[src/rtl/selec_sequencer.sv]
// Stages per-slot select entries in shadow regs and swaps them into wSelec atomically on commit.
// Commit takes DRAIN+SETTLE+2 cycles with wBusy held around the swap; cfg_ready is low outside IDLE.
module selec_sequencer #(
    parameter int MAIN_INPUTS              = 16,
    parameter int REGS_INPUTS              = 64,
    parameter int SELECTOR_OUTPUTS         = 4,
    parameter int SELECTOR_OUTPUTS_PER_BUS = 4,
    parameter int DRAIN_CYCLES             = 2,
    parameter int SETTLE_CYCLES            = 1,
    localparam int MW    = $clog2(MAIN_INPUTS),
    localparam int RW    = $clog2(REGS_INPUTS + 1),
    localparam int SEL_W = MW + RW,
    localparam int NSLOT = SELECTOR_OUTPUTS * SELECTOR_OUTPUTS_PER_BUS,
    localparam int SW    = $clog2(NSLOT)
) (
    input  logic                   clk,
    input  logic                   rst,
    input  logic                   cfg_valid,
    output logic                   cfg_ready,
    input  logic [SW-1:0]          cfg_slot,
    input  logic [SEL_W-1:0]       cfg_sel,
    input  logic                   commit_req,
    output logic                   wBusy,
    output logic [NSLOT*SEL_W-1:0] wSelec,
    output logic                   commit_done,
    output logic                   cfg_err,
    output logic [NSLOT-1:0]       dirty
);
    localparam int CMAX = (DRAIN_CYCLES > SETTLE_CYCLES) ? DRAIN_CYCLES : SETTLE_CYCLES;
    localparam int CW   = $clog2(CMAX + 1);
    localparam logic [CW-1:0] DRAIN_LOAD  = CW'(DRAIN_CYCLES - 1);
    localparam logic [CW-1:0] SETTLE_LOAD = CW'(SETTLE_CYCLES - 1);
    localparam logic [RW-1:0] REG_MAX     = RW'(REGS_INPUTS);

    typedef enum logic [1:0] {IDLE, DRAIN, SWAP, SETTLE} state_t;

    state_t                 state_q, state_d;
    logic [CW-1:0]          cnt_q, cnt_d;
    logic [NSLOT*SEL_W-1:0] shadow_q, shadow_d;
    logic [NSLOT*SEL_W-1:0] live_q, live_d;
    logic [NSLOT-1:0]       dirty_q, dirty_d;
    logic                   busy_q, busy_d;
    logic                   done_q, done_d;
    logic                   err_q, err_d;
    logic [RW-1:0]          reg_idx;
    logic                   entry_ok;

    always_comb begin
        reg_idx  = cfg_sel[SEL_W-1:MW];
        entry_ok = (reg_idx <= REG_MAX);
        state_d  = state_q;
        cnt_d    = cnt_q;
        shadow_d = shadow_q;
        live_d   = live_q;
        dirty_d  = dirty_q;
        done_d   = 1'b0;
        err_d    = 1'b0;
        case (state_q)
            IDLE: begin
                if (cfg_valid) begin
                    if (entry_ok) begin
                        shadow_d[cfg_slot*SEL_W +: SEL_W] = cfg_sel;
                        dirty_d[cfg_slot] = 1'b1;
                    end else begin
                        err_d = 1'b1;
                    end
                end
                // A commit with nothing staged completes without disturbing the datapath.
                if (commit_req) begin
                    if (dirty_q == '0 && !(cfg_valid && entry_ok)) begin
                        done_d = 1'b1;
                    end else begin
                        state_d = DRAIN;
                        cnt_d   = DRAIN_LOAD;
                    end
                end
            end
            DRAIN: begin
                if (cnt_q == '0) state_d = SWAP;
                else             cnt_d   = cnt_q - CW'(1);
            end
            SWAP: begin
                live_d  = shadow_q;
                dirty_d = '0;
                state_d = SETTLE;
                cnt_d   = SETTLE_LOAD;
            end
            SETTLE: begin
                if (cnt_q == '0) begin
                    state_d = IDLE;
                    done_d  = 1'b1;
                end else begin
                    cnt_d = cnt_q - CW'(1);
                end
            end
            default: state_d = IDLE;
        endcase
        busy_d = (state_d != IDLE);
    end

    always_ff @(posedge clk or posedge rst) begin
        if (rst) begin
            state_q  <= IDLE;
            cnt_q    <= '0;
            shadow_q <= '0;
            live_q   <= '0;
            dirty_q  <= '0;
            busy_q   <= 1'b0;
            done_q   <= 1'b0;
            err_q    <= 1'b0;
        end else begin
            state_q  <= state_d;
            cnt_q    <= cnt_d;
            shadow_q <= shadow_d;
            live_q   <= live_d;
            dirty_q  <= dirty_d;
            busy_q   <= busy_d;
            done_q   <= done_d;
            err_q    <= err_d;
        end
    end

    assign cfg_ready   = (state_q == IDLE);
    assign wBusy       = busy_q;
    assign wSelec      = live_q;
    assign commit_done = done_q;
    assign cfg_err     = err_q;
    assign dirty       = dirty_q;
endmodule

[config.mk]
export PLATFORM = sky130hd
export DESIGN_NAME = selec_sequencer
export DESIGN_NICKNAME = d
export VERILOG_FILES = /design/src/rtl/selec_sequencer.sv
export SDC_FILE = /design/constraint.sdc
export NUM_CORES = 1
export LEC_CHECK = 0
export CAP_MARGIN = 20
export CORE_MARGIN = 3
export CORE_UTILIZATION = 59
export DETAILED_ROUTE_END_ITERATION = 16
export GPL_ROUTABILITY_DRIVEN = 0
export MAX_ROUTING_LAYER = met4
export PLACE_DENSITY_LB_ADDON = 0.05
export SLEW_MARGIN = 20
export SYNTH_ARGS = -nofsm -noshare
export SYNTH_HDL_FRONTEND = slang
export SYNTH_SLANG_ARGS = --single-unit
[constraint.sdc]
create_clock -name clk -period 26.1 [get_ports clk]
set_input_delay 5.22 -clock clk [delete_from_list [all_inputs] [get_ports clk]]
set_output_delay 5.22 -clock clk [all_outputs]
set_load 0.05 [all_outputs]
**Word-level counts from Yosys, hierarchy flattened**

Cells that the tools add are included.

- Register bits: 375
- Bits in latches: 0
- RAM bits: 0
- Memory bits (read-only): 0
- Input port bits: 19
- Memories: 0

- Add/sub/neg operators: 2
- Multipliers: 1
- Div/mod/pow operators: 0
- $lt $le $gt $ge: 3
- Equal/unequal tests: 8
- Shift operators: 2
- Multiplexer cells: 22
- Bitwise logic cells: 1
- Reduce and logical (&&, ||, !) cells: 13

Operators by type and width:

| kind | number |
|---|---|
| bitwise mux 176 bit | 1 |
| variable shift 11 x 34 -> 176 bit, first input constant | 1 |
| indexed part select 11 x 34 -> 176 bit | 1 |
| negation 8 -> 34 bit | 1 |
| 2-to-1 mux 16 bit | 2 |
| one-hot mux 16 bit (2 select lines) | 1 |
| zero test 16 bit | 1 |
| OR 16 bit | 1 |
| 2-to-1 mux 2 bit | 7 |
| AND reduction 3 bit | 3 |
| multiplier 4 x 4 -> 8 bit, second input constant | 1 |
| one-hot mux 2 bit (4 select lines) | 1 |
| less-or-equal comparator 7 bit, second input constant | 1 |
| 2-to-1 mux 1 bit | 7 |
| inequality test 2 bit, second input constant | 3 |
| one-hot mux 2 bit (3 select lines) | 1 |
| < comparator 4 x 5 -> 1 bit, second input constant | 1 |
| demux 1 bit (select 4 bit) | 1 |
| == test 2 bit, second input constant | 2 |
| greater-or-equal comparator 4 x 1 -> 1 bit, second input constant | 1 |
| zero test 2 bit | 2 |
| inequality test 2 x 1 -> 1 bit, second input constant | 2 |
| nonzero test 2 bit | 2 |
| logical AND 1 bit | 3 |
| other kinds (5) | 5 |

**Logic depth before layout (Yosys ltp)**

- Depth after elaboration: 8
- Depth in mapped cells: 9

**Least setup slack after synthesis**

Ideal clock, no wire load.

- Path kind: input-to-reg
- Start: input port cfg_slot[1]
- End: register shadow_q[110]
- Setup time: 0.125 ns
- Arrival time: 6.842 ns
- Path slack: 19.133 ns
- Stages on the path: 9
- Buffers on the path: 2
- Cells stage by stage: inv_1 ha_1 clkbuf_1 nand2b_1 nor2_1 nor3b_1 clkbuf_1 and2_2 mux2_2

- Longest elaborated chain between the ends: 4

RTL lines:

| item | line | text |
|---|---|---|
| start, declared | 20 | `input logic [SW-1:0] cfg_slot,` |
| multiplier 4 x 4 -> 8 bit * | 62 | `shadow_d[cfg_slot*SEL_W +: SEL_W] = cfg_sel;` |
| negation 8 -> 34 bit * | 62 |  |
| indexed part select 11 x 34 -> 176 bit / variable shift 11 x 34 -> 176 bit (equally long branches) | 62 |  |
| bitwise mux 176 bit * | 62 |  |
| end signal, assigned | 114 | `shadow_q <= shadow_d;` |
| end, declared | 39 | `logic [NSLOT*SEL_W-1:0] shadow_q, shadow_d;` |

Every way passes the cells marked *; elsewhere a longest branch is shown, timed or not.
A chain may end at the register's enable or synchronous reset.

**Final worst setup path**

- Start: input port cfg_sel[5]
- End: register shadow_q[98]

- Longest elaborated chain between the ends: 2

RTL lines:

| item | line | text |
|---|---|---|
| start, declared | 21 | `input logic [SEL_W-1:0] cfg_sel,` |
| less-or-equal comparator 7 bit / indexed part select 11 x 34 -> 176 bit (equally long branches) | 50, 62 |  |
| AND reduction 3 bit (no source line) / bitwise mux 176 bit (equally long branches) | -- |  |

Several ways; a longest one is shown, not always the timed one.

==> flow_summary.toml <==
[floorplan]
die-area_sq_mm = 0.0272
coreArea_sq_mm = 0.0245
start_util = 0.607
die_h_microns = 165
row_count = 57
fp.dieW_microns = 165
io_pins = 215

[setup_path]
cpPeakStageDelay_ns = 0.75
required_ns = 26.50
cp-end-kind = "flop"
cp-startpoint = "cfg_sel[5]"
arrival_ns = 8.26
crit_slowest_cell = "nor2_1"
crit_chain = "clkdlybuf4s50_1, or4_4, o31ai_4, nand2_1, nor2_1, mux2_2"
critPathBufInv = 1
crit_type = "in -> reg"
cp_max_fo = 11
cp_top_family = "simple AND/OR/NAND/NOR gates"
r2r_slack_ns = 23.20
cp-start-kind = "primary input"
worstReg2RegStart = "state_q[0]"

[logic_synthesis]
netlist-cell-type-count = 42
yosysWarnings = 0
synth_top_area_cell = "dfrtp_1"
synth-seq-cells = 375
seq_area_frac_synth = 0.630
synth.avg_cell_area_sq_um = 15.5
ys.flop_type = "dfrtp_1"
synth.top_cell.area_share = 0.630
synthTopCellsByArea = "dfrtp_1, mux2_2, mux2_4, and2_1, buf_6"
synth_edf_count = 0
netlist_area_sq_mm = 0.0149
synthCells = 963
synth_nets = 994
synth_async_sr_flop_share = 1.00

[clock_tree]
clock_sinks = 375
clk_pin_slew_ns = 0.06
cts_setup_buffers = 0
hold_buffers = 0
ctsHtreeMaxLevel = 2
root_buffer = "clkbuf_16"
cts_resized = 0
cts_tree = "done"
numCtsBuffers = 38
cts_buffer_depth = 3
clk_latency_ns = 0.52

[routing]
drtIter0Drc = 547
routedWlPerCell_microns = 21.2
wirelength_microns = 32400
postRouteAntennaNets = 0
drc = 0
viasPerCell = 5.57
first_pass_iters = 4
via_count = 8544

[min_path]
worstHoldStart = "shadow_q[53]"
hold_class = "reg -> reg"

[power]
p_per_area_mw_per_mm2 = 100
p_leak_nw = 9.13
vdd_ir_drop_max_uv = 86.5

[run_status]
status = "complete, no violations"

[placement]
dpl.cell_count = 1463
dp_hpwl_microns = 21300
io_buffers = 214

[sta]
min_period_over_period = 0.301
hold_viol = 0
max_slew_margin = 0.335
tightest_slew_ns = 0.997
grt_setup_unrepaired = "no"
setup_viol = 0
clock_skew_ns = 0.0166
drv_slew = 0
fin_crit_ns = 7.86
fin_setup_tns_ns = 0
max_clock_freq_ghz = 0.127

[finish]
final_cells = 1533
drive_gt1_frac = 0.358
syn_to_final_growth_pct = 24.4
antenna-diode-count = 0
nNetsFinal = 1210

[job]
timing.max_cap.violations = 0

[grt]
first_global_vias = 8990
antenna_found_initial = 2
grt_pass1_wl_microns = 50700
grt_max_degree = 184
grt_remaining_overflow = 0
grt_use_total = 0.251
## routing by layer
layer,share of wire,vias up,GRT usage
met3,0.058,47,0.0625
met2,0.49,202,0.398
met4,0.017,0,0.0583
met1,0.43,4468,0.331
met5,0,-,-
li1,-,3827,-
## worst register-to-register path: cells and delay by family, from the launching register on
family / cells / cell delay (ns)
DFF: 1 / 0.43
AOI/OAI and AO/OA: 2 / 0.33
adders and majority gates: 1 / 0.58
buffers and inverters: 2 / 0.93
and+or+nand+nor: 3 / 0.55
## synth_stat cells, types with 2 or more instances
cell type / number
and3_2: 3
mux2_2: 331
inv_1: 11
a22o_1: 2
and2_1: 37
a21oi_1: 19
nor4_1: 3
nand2b_1: 6
ha_1: 12
mux2_4: 20
o221ai_1: 3
nand3_1: 3
o22ai_1: 2
nand2_1: 20
o2bb2ai_1: 2
clkbuf_1: 27
buf_6: 14
a32oi_1: 2
nor3_1: 4
buf_4: 2
dfrtp_1: 375
a41oi_1: 2
o21ai_0: 2
nor2b_1: 3
nor2_1: 30
and2_2: 8
and3_1: 4
a31oi_1: 2
## worst paths after layout
check	to	cells after the start
setup / recovery	shadow_q[98]	6
hold / removal	shadow_q[53]	1
hold reg to reg	shadow_q[53]	1
setup reg to reg	dirty[6]	8
max in group asynchronous	shadow_q[23]	3
min in group asynchronous	wSelec[169]	2
## power breakdown
group	switching [mW]	internal, mW
sequential	0.0582	0.670
combinational	0.367	0.215
clock	0.217	0.331
## placed cells by master (no fill, tap or decap), types with 4 or more instances in the layout
cell type / instances
dfrtp_1: 375
mux2_2: 331
clkdlybuf4s50_1: 214
clkbuf_16: 41
and2_1: 37
nor2_1: 30
nand2_1: 20
mux2_4: 20
a21oi_1: 19
clkbuf_1: 12
ha_1: 11
inv_1: 10
and2_2: 8
clkbuf_8: 8
nand2b_1: 6
clkinv_2: 5
buf_4: 5
and3_1: 4
nor3_1: 4
## registers in the layout (all words and copies together), names as in the netlist
register and flops:
cnt_q 2, wSelec 176, commit_done 1, shadow_q 176, state_q 2, wBusy 1, cfg_err 1, dirty 16
## per-stage QoR
stage / hold WS, ns / worst slack (ns) / utilization / power [mW] / cell area [sq um]
finish: 0.499 / 18.24 / 0.755 / 1.86 / 18500
global route: 0.507 / 18.10 / 0.755 / 1.93 / 18500
CTS: 0.496 / 18.23 / 0.755 / 1.87 / 18500
detailed placement: 0.477 / 17.74 / 0.703 / 1.32 / 17200
global placement: 0.474 / 17.83 / 0.703 / 1.31 / 17200
floorplan: 0.459 / 10.46 / - / 1.13 / 14900
## kinds of logic (layout without fill, tap and decap cells)
kind of cell | Yosys count | in the layout | synth area share
simple gates | 129 | 129 | 0.0487
compound gates | 40 | 40 | 0.0182
buf+inv | 55 | 301 | 0.0215
fa+ha+maj | 12 | 12 | 0.0101
flops | 375 | 375 | 0.630
mux | 352 | 352 | 0.271
## area by class of cell
cell class | instances | area (sq um)
clock buffers | 61 | 1180
clock inverters | 9 | 101
fillers | 1583 | 6010
inverters | 11 | 48.8
multi-input cells | 533 | 5200
flip-flops and latches | 375 | 9380
well taps | 324 | 405
repair buffers | 220 | 2200
Note: power is estimated with default switching activity, not from simulation.
